--- src/rtl/alu_operand_collector.sv ---
// alu_operand_collector
//   Staging block in front of the ALU core. Collects opa/opb that may arrive
//   together or in separate cycles, holds the command context while one
//   operand is outstanding, and issues a single registered operation. If the
//   missing operand does not show up within TIMEOUT enabled cycles, the
//   partial operation is dropped and timeout_err pulses for one cycle.
//
//   Optional build macro: ALU_COLLECT_STATS_EN adds saturating 16-bit
//   counters iss_cnt (issued ops) and tmo_cnt (timeouts).
//
// Ports
//   clk, rst          clock, asynchronous active-high reset
//   ce                clock enable, 0 freezes everything
//   mode, cin, cmd    command context (1 = arithmetic, 0 = logical)
//   inp_valid[1:0]    bit0 = opa valid, bit1 = opb valid
//   opa, opb          operands
//   iss_valid         one-cycle issue pulse
//   iss_mode/cin/cmd  issued context, held until the next issue
//   iss_opa/opb       issued operands, held until the next issue
//   timeout_err       one-cycle pulse when a waiting op is abandoned
//   busy              high while waiting for a second operand
//
// state  | meaning
// IDLE   | no partial op held, ready for a new op
// WAIT_A | opb and context held, waiting for opa
// WAIT_B | opa and context held, waiting for opb

module alu_operand_collector #(
   parameter int WIDTH     = 8,
   parameter int CMD_WIDTH = 4,
   parameter int TIMEOUT   = 16,
   parameter logic [2**CMD_WIDTH-1:0] TWO_OP_ARITH = 16'h0F07,
   parameter logic [2**CMD_WIDTH-1:0] TWO_OP_LOGIC = 16'h003F
) (
   input  logic                 clk,
   input  logic                 rst,
   input  logic                 ce,
   input  logic                 mode,
   input  logic                 cin,
   input  logic [CMD_WIDTH-1:0] cmd,
   input  logic [1:0]           inp_valid,
   input  logic [WIDTH-1:0]     opa,
   input  logic [WIDTH-1:0]     opb,
   output logic                 iss_valid,
   output logic                 iss_mode,
   output logic                 iss_cin,
   output logic [CMD_WIDTH-1:0] iss_cmd,
   output logic [WIDTH-1:0]     iss_opa,
   output logic [WIDTH-1:0]     iss_opb,
`ifdef ALU_COLLECT_STATS_EN
   output logic [15:0]          iss_cnt,
   output logic [15:0]          tmo_cnt,
`endif
   output logic                 timeout_err,
   output logic                 busy
);

   localparam int CNT_W = $clog2(TIMEOUT + 1);
   // A wait cycle that starts with the counter here is the last one allowed.
   localparam logic [CNT_W-1:0] CNT_LAST = CNT_W'(TIMEOUT - 1);

   typedef enum logic [1:0] {
      IDLE   = 2'd0,
      WAIT_A = 2'd1,
      WAIT_B = 2'd2
   } state_t;

   state_t               state, state_n;
   logic [CNT_W-1:0]     cnt, cnt_n;
   logic                 hold_mode, hold_mode_n;
   logic                 hold_cin, hold_cin_n;
   logic [CMD_WIDTH-1:0] hold_cmd, hold_cmd_n;
   logic [WIDTH-1:0]     hold_op, hold_op_n;

   logic                 issue, tmo;
   logic                 nx_mode, nx_cin;
   logic [CMD_WIDTH-1:0] nx_cmd;
   logic [WIDTH-1:0]     nx_opa, nx_opb;
   logic                 need2;

   assign need2 = mode ? TWO_OP_ARITH[cmd] : TWO_OP_LOGIC[cmd];
   assign busy  = (state != IDLE);

   always_comb begin
      state_n     = state;
      cnt_n       = cnt;
      hold_mode_n = hold_mode;
      hold_cin_n  = hold_cin;
      hold_cmd_n  = hold_cmd;
      hold_op_n   = hold_op;
      issue       = 1'b0;
      tmo         = 1'b0;
      nx_mode     = iss_mode;
      nx_cin      = iss_cin;
      nx_cmd      = iss_cmd;
      nx_opa      = iss_opa;
      nx_opb      = iss_opb;

      case (state)
         IDLE: begin
            if (inp_valid == 2'b11 || (inp_valid != 2'b00 && !need2)) begin
               issue   = 1'b1;
               nx_mode = mode;
               nx_cin  = cin;
               nx_cmd  = cmd;
               nx_opa  = inp_valid[0] ? opa : '0;
               nx_opb  = inp_valid[1] ? opb : '0;
            end else if (inp_valid != 2'b00) begin
               hold_mode_n = mode;
               hold_cin_n  = cin;
               hold_cmd_n  = cmd;
               hold_op_n   = inp_valid[0] ? opa : opb;
               cnt_n       = '0;
               state_n     = inp_valid[0] ? WAIT_B : WAIT_A;
            end
         end

         WAIT_A, WAIT_B: begin
            // Only the missing operand is taken; the held one is never replaced.
            if ((state == WAIT_A && inp_valid[0]) || (state == WAIT_B && inp_valid[1])) begin
               issue   = 1'b1;
               nx_mode = hold_mode;
               nx_cin  = hold_cin;
               nx_cmd  = hold_cmd;
               nx_opa  = (state == WAIT_A) ? opa : hold_op;
               nx_opb  = (state == WAIT_A) ? hold_op : opb;
               cnt_n   = '0;
               state_n = IDLE;
            end else if (cnt == CNT_LAST) begin
               tmo     = 1'b1;
               cnt_n   = '0;
               state_n = IDLE;
            end else begin
               cnt_n = cnt + CNT_W'(1);
            end
         end

         default: begin
            state_n = IDLE;
            cnt_n   = '0;
         end
      endcase
   end

   always_ff @(posedge clk or posedge rst) begin
      if (rst) begin
         state       <= IDLE;
         cnt         <= '0;
         hold_mode   <= 1'b0;
         hold_cin    <= 1'b0;
         hold_cmd    <= '0;
         hold_op     <= '0;
         iss_valid   <= 1'b0;
         timeout_err <= 1'b0;
         iss_mode    <= 1'b0;
         iss_cin     <= 1'b0;
         iss_cmd     <= '0;
         iss_opa     <= '0;
         iss_opb     <= '0;
      end else if (ce) begin
         state       <= state_n;
         cnt         <= cnt_n;
         hold_mode   <= hold_mode_n;
         hold_cin    <= hold_cin_n;
         hold_cmd    <= hold_cmd_n;
         hold_op     <= hold_op_n;
         iss_valid   <= issue;
         timeout_err <= tmo;
         iss_mode    <= nx_mode;
         iss_cin     <= nx_cin;
         iss_cmd     <= nx_cmd;
         iss_opa     <= nx_opa;
         iss_opb     <= nx_opb;
      end else begin
         // Pulses must not stretch across a frozen cycle.
         iss_valid   <= 1'b0;
         timeout_err <= 1'b0;
      end
   end

`ifdef ALU_COLLECT_STATS_EN
   always_ff @(posedge clk or posedge rst) begin
      if (rst) begin
         iss_cnt <= '0;
         tmo_cnt <= '0;
      end else if (ce) begin
         if (issue && iss_cnt != 16'hFFFF) iss_cnt <= iss_cnt + 16'd1;
         if (tmo && tmo_cnt != 16'hFFFF)   tmo_cnt <= tmo_cnt + 16'd1;
      end
   end
`endif

endmodule

--- config.mk ---
export PLATFORM = sky130hd
export DESIGN_NAME = alu_operand_collector
export DESIGN_NICKNAME = d
export VERILOG_FILES = /design/src/rtl/alu_operand_collector.sv
export SDC_FILE = /design/constraint.sdc
export NUM_CORES = 1
export LEC_CHECK = 0
export BUFFER_PORTS_ARGS = -buffer_cell sky130_fd_sc_hd__buf_2
export CAP_MARGIN = 20
export CELL_PAD_IN_SITES_DETAIL_PLACEMENT = 1
export CELL_PAD_IN_SITES_GLOBAL_PLACEMENT = 2
export CORE_ASPECT_RATIO = 1.1
export CORE_MARGIN = 8
export CORE_UTILIZATION = 30
export DETAILED_ROUTE_END_ITERATION = 16
export PLACE_DENSITY_LB_ADDON = 0.1
export SLEW_MARGIN = 20
export SYNTH_ARGS = -nofsm -noshare
export SYNTH_HDL_FRONTEND = slang
export SYNTH_SLANG_ARGS = --single-unit
--- constraint.sdc ---
create_clock -name clk -period 2.1 [get_ports clk]
set_input_delay 0.105 -clock clk [delete_from_list [all_inputs] [get_ports clk]]
set_output_delay 0.105 -clock clk [all_outputs]
set_load 0.01 [all_outputs]
==> flow_summary.yaml, run 1 <==
global_routing:
  grt-ovfl-total: 0
  grt_pass1_vias: 2117
  grt_first_pass_wirelength_mm: 11.2
  antenna_found_initial: 0
  busiest_layer: "met2"
  grt_max_degree: 17
  met1_usage: 0.154
  grt_use_met2: 0.201
  grtUsageMet3: 0.0318
  gr-usage-all-layers: 0.123
clocking:
  clk_pin_slew_ns: 0.09
  clock_latency_ns: 0.30
  cts_sinks: 45
  cts_max_level: 2
  cts_tree: "yes"
  root_buffer: "clkbuf_8"
  post_cts_buffers: 0
  cts-buffers-inserted: 5
  cts_buffer_depth: 2
worst_setup_path:
  r2r_slack_ns: 0.18
  ff2ff_path_depth: 7
  crit_end: "iss_cmd[2]"
  startpoint: "state[0]"
  r2r_end: "iss_cmd[2]"
  cp-end-kind: "flop"
  r2r_start: "state[0]"
  path_class: "flop to flop"
  worst-endpoint-required_ns: 2.29
  worstPathArrival_ns: 2.11
  start_kind: "flop"
  worst-path-max-fanout: 7
floorplanning:
  die_h_um: 112
  placementRows: 35
  start_util: 0.303
  dieWidth_um: 103
  ioPinCount: 52
  core-area_um2: 8230
  die_area_um2: 11500
timing:
  hold_violations: 0
  timing.final.crit_period_ns: 1.92
  setup_viol: 0
  period_share: 0.913
  worst_pin_slew_ns: 0.444
  relSlewSlack: 0.703
  setup_slack_ns: 0.183
  fin_worst_skew_ns: 0.0108
  grt_setup_unrepaired: "no"
  drv_slew: 0
  fmax_ghz: 0.522
  hold_ws_ns: 0.0457
  finalSetupTns_ns: 0
synth:
  synth_edf_count: 0
  yosysMostFrequentCell: "mux2_2"
  netlist_area_um2: 2500
  async_flop_share: 1.00
  syn_inst: 217
  ys_seq_elements: 45
  ys_top_cells_by_count: "51 x mux2_2, 45 x dfrtp_1, 17 x mux2i_1"
  ys_seq_area_frac: 0.451
  avgSynthCellArea_um2: 11.5
  synthDominantCellAreaShare: 0.451
  synthTopCellsByArea: "dfrtp_1 45%, mux2_2 23%, mux2i_1 6.8%"
  syn_nets: 249
  synth_top_area_cell: "dfrtp_1"
  ys_types: 33
  ys.flop_type: "dfrtp_1"
  synth_warnings: 0
run:
  maxCapViolCount: 0
routing:
  wl_per_cell_um: 16.9
  wl_mm: 6.56
  first_iter_violations: 31
  drtPass1Iterations: 3
  ant_nets: 0
  vias_per_cell: 4.81
  route.vias.total: 1871
  post-route-drc-count: 0
cells_and_area:
  postLayoutCellArea_um2: 3070
  fin_nets: 309
  n_antenna_cell: 0
  final_util: 0.373
  finalNonFillerCells: 389
  multi_input_area_um2: 1290
  drive_above_1_share: 0.468
  fillers: 980
  area.growth.synth_to_final_pct: 22.8
  regArea_um2: 1130
placed_design:
  dpl.hpwl_mm: 4.95
  placedCellCount: 380
  place_area_um2: 2930
  pre_cts_ws_ns: -0.0265
  port-buffer-count: 51
  place.gp.congestion: 0.728
min_path:
  min_path_cells: 2
  min_path_type: "primary input to flop"
power_and_ir_drop:
  p_per_area_nw_per_um2: 1450
  p_total_mw: 4.47
  vdd_ir_drop_max_mv: 0.562
  leakage_nw: 1.39
run_status:
  status: "completed"
-- state kept, by name, summed over array words and instances, names as in the netlist --
register	flops
cnt	5
hold_cin	1
hold_cmd	4
hold_mode	1
hold_op	8
iss_cin	1
iss_cmd	4
iss_mode	1
iss_opa	8
iss_opb	8
iss_valid	1
state	2
timeout_err	1
-- layer usage --
layer | routed length (um) | vias up
li1 | - | 897
met1 | 3000 | 940
met2 | 3220 | 30
met3 | 298 | 4
met4 | 44 | 0
met5 | 0 | -
-- what timing repair did --
item,4_1_cts,5_1_grt
gates resized for setup,1,2
hold buffers,1,0
hold endpoints to repair,13,0
endpoints found under the setup margin,1,4
pin swaps,0,1
-- cells by family (layout without fill, tap and decap cells) --
family	count (synthesis)	in the layout	synth area share
AOI/OAI and AO/OA	44	44	0.110
xor gates and xnor gates	1	1	0.00351
adders and majority gates	5	5	0.0250
buffers and inverters	18	79	0.0376
DFF	45	45	0.451
muxes	68	68	0.298
and+or+nand+nor	36	36	0.0756
-- worst min path at each step --
| stage | start | end |
|---|---|---|
| after floorplan | cin | hold_cin |
| after detailed placement | rst | hold_mode |
| after global placement | rst | iss_mode |
| after CTS | cin | hold_cin |
| final | cin | hold_cin |
| after global routing | cin | hold_cin |
-- cells in the final DEF, fill, tap and decap left out, drive strengths merged, types with 2 or more instances in the layout --
cell / count
ha: 5
nor3: 3
a211oi: 2
buf: 64
o21ai: 16
clkbuf: 6
nand2: 16
nand3: 3
dfrtp: 45
a22o: 2
a211o: 2
mux2i: 17
nor2: 4
o21a: 2
a21oi: 15
inv: 6
nor2b: 3
o211ai: 2
mux2: 51
-- critical path, cell delays in order (launching register included) --
cell and delay (ns):
dfrtp_1 0.39, inv_1 0.09, ha_1 0.35, inv_1 0.11, o21ai_1 0.11, a31oi_4 0.20, buf_4 0.21, mux2_2 0.34
-- power by group --
| part | total, mW | internal (mW) | switching [mW] |
|---|---|---|---|
| clock | 0.708 | 0.388 | 0.320 |
| combinational | 2.30 | 1.17 | 1.13 |
| sequential | 1.46 | 1.25 | 0.203 |
-- final cells by class --
cell class              instances  share of cell area
flip-flops and latches         45               0.367
well taps                     111              0.0453
clock buffers                   6              0.0269
multi-input cells             154               0.419
repair buffers                 65               0.122
inverters                       6             0.00734
clock inverters                 2              0.0122
Note: power is estimated with default switching activity, not from simulation.
==> inputs of run 2 (changes only) <==
- GPL_ROUTABILITY_DRIVEN: not set -> 1
- PLACE_DENSITY: not set -> 0.74
- PLACE_DENSITY_LB_ADDON: 0.1 -> not set
==> run 2 against run 1 <==
  * Count of clock-buffer cells in the layout is the same
  * Final cell count shrank 0.26%
  * Utilization is essentially flat
  * Final area is essentially flat
  * Largest cell class unchanged
  * Sequential power is essentially flat
  * Flip-flop and latch count is the same
  * Setup slack lost 0.068 ns
  * Critical endpoint is now iss_cin
  * Global-route usage shrank 1.1 points
  * Critical path type unchanged
  * Die area is the same
  * Highest routed layer is now met5
==> flow_summary.yaml, run 2 (same netlist as run 1, synthesis figures left out) <==
routing:
  wl_met2_mm: 3.19
  wl_per_cell_um: 16.8
  routed.top_layer: "met5"
  first_iter_violations: 81
  dr_wl_met3_um: 270
  met1_length_mm: 2.96
  route.vias.total: 1884
  ant_nets: 0
  drtPass1Iterations: 4
  post-route-drc-count: 0
  wl_mm: 6.51
  vias_per_cell: 4.86
timing:
  setup_viol: 0
  finalSetupTns_ns: 0
  fmax_ghz: 0.504
  relSlewSlack: 0.593
  grt_setup_unrepaired: "yes"
  period_share: 0.945
  timing.final.crit_period_ns: 1.98
  fin_worst_skew_ns: 0.00518
  worst_pin_slew_ns: 0.610
  hold_ws_ns: 0.0500
  drv_slew: 0
  setup_slack_ns: 0.116
  hold_violations: 0
run_status:
  status: "completed"
clocking:
  cts-buffers-inserted: 5
  cts_max_level: 2
  clock_latency_ns: 0.30
  root_buffer: "clkbuf_8"
  cts_buffer_depth: 2
  cts_sinks: 45
  cts_tree: "yes"
  clk_pin_slew_ns: 0.09
power_and_ir_drop:
  p_per_area_nw_per_um2: 1420
  vdd_ir_drop_max_mv: 0.535
  leakage_nw: 1.37
cells_and_area:
  reg_top3: "hold_op (8), iss_opa (8), iss_opb (8)"
  layout_common_cells: "51 x mux2_2, 51 x buf_2, 45 x dfrtp_1, 17 x mux2i_1, 16 x nand2_1"
  fin_nets: 308
  area.growth.synth_to_final_pct: 22.8
  final_util: 0.373
  fillers: 964
  drive_above_1_share: 0.473
  n_antenna_cell: 0
min_path:
  min_path_type: "primary input to flop"
placed_design:
  dpl.hpwl_mm: 4.42
  pre_cts_ws_ns: -0.150
  place.gp.congestion: 0.723
  port-buffer-count: 51
global_routing:
  grt_max_degree: 46
  grt_pass1_vias: 1985
  gr-usage-all-layers: 0.112
  grt_first_pass_wirelength_mm: 10.1
  antenna_found_initial: 1
  grt-ovfl-total: 0
floorplanning:
  start_util: 0.303
  die_h_um: 112
  placementRows: 35
  ioPinCount: 52
  dieWidth_um: 103
  die_area_um2: 11500
  core-area_um2: 8230
worst_setup_path:
  r2r_start: "state[1]"
  cp-end-kind: "flop"
  worst-path-max-fanout: 11
  r2r_slack_ns: 0.12
  startpoint: "state[1]"
  path_class: "flop to flop"
  r2r_end: "iss_cin"
  crit_end: "iss_cin"
  worst-endpoint-required_ns: 2.29
  start_kind: "flop"
  worstPathArrival_ns: 2.17
  ff2ff_path_depth: 7
run:
  maxCapViolCount: 0
run 2: worst min-delay path by stage:
stage	start	endpoint	slack, ns	cells past startpoint
5_1_grt	cin	hold_cin	0.05	2
2_1_floorplan	cin	hold_cin	0.26	1
3_5_place_dp	rst	iss_cmd[0]	0.30	3
6_report	cin	hold_cin	0.05	2
4_1_cts	cin	hold_cin	0.04	2
3_3_place_gp	rst	iss_cmd[0]	0.30	3
run 2: per-layer routing:
layer,up-vias,GRT usage
met5,-,0
met2,31,0.186
li1,904,-
met1,941,0.137
met4,2,0.0348
met3,6,0.0281
run 2: power breakdown:
part / internal (mW) / switching [mW] / total (mW)
Clock: 0.235 / 0.313 / 0.548
Sequential: 1.25 / 0.222 / 1.47
Combinational: 1.17 / 1.16 / 2.33
Total: 2.65 / 1.70 / 4.35
run 2: final cells by class:
cell class / count / area, um^2 / area share
Multi-Input combinational cell: 155 / 1320 / 0.430
Clock inverter: 2 / 15.0 / 0.00489
Timing Repair Buffer: 63 / 373 / 0.122
Tap cell: 111 / 139 / 0.0453
Sequential cell: 45 / 1130 / 0.367
Clock buffer: 6 / 72.6 / 0.0237
Inverter: 6 / 22.5 / 0.00734
run 2: repair_timing:
action | in CTS | in global routing
pin swaps | 0 | 1
hold buffers | 1 | 0
endpoints found under the setup margin | 26 | 26
endpoints found under the hold margin | 45 | 0
cloned | 0 | 1
resized for setup | 1 | 6
setup buffers | 0 | 2
run 2: per-stage QoR:
stage | area (um^2) | std cells | power, mW
final | 3070 | 388 | 4.35
after global routing | 3070 | 388 | 4.68
after CTS | 2990 | 385 | 4.27
after detailed placement | 2890 | 376 | 3.70
after global placement | 2890 | 376 | 3.65
after floorplan | 2500 | 217 | 3.02
run 2: critical path, stage by stage (launching register included):
cell	delay [ns]
dfrtp_1	0.41
inv_1	0.10
ha_1	0.20
a22o_1	0.25
o21ai_1	0.40
a31oi_4	0.06
buf_12	0.17
mux2_2	0.27
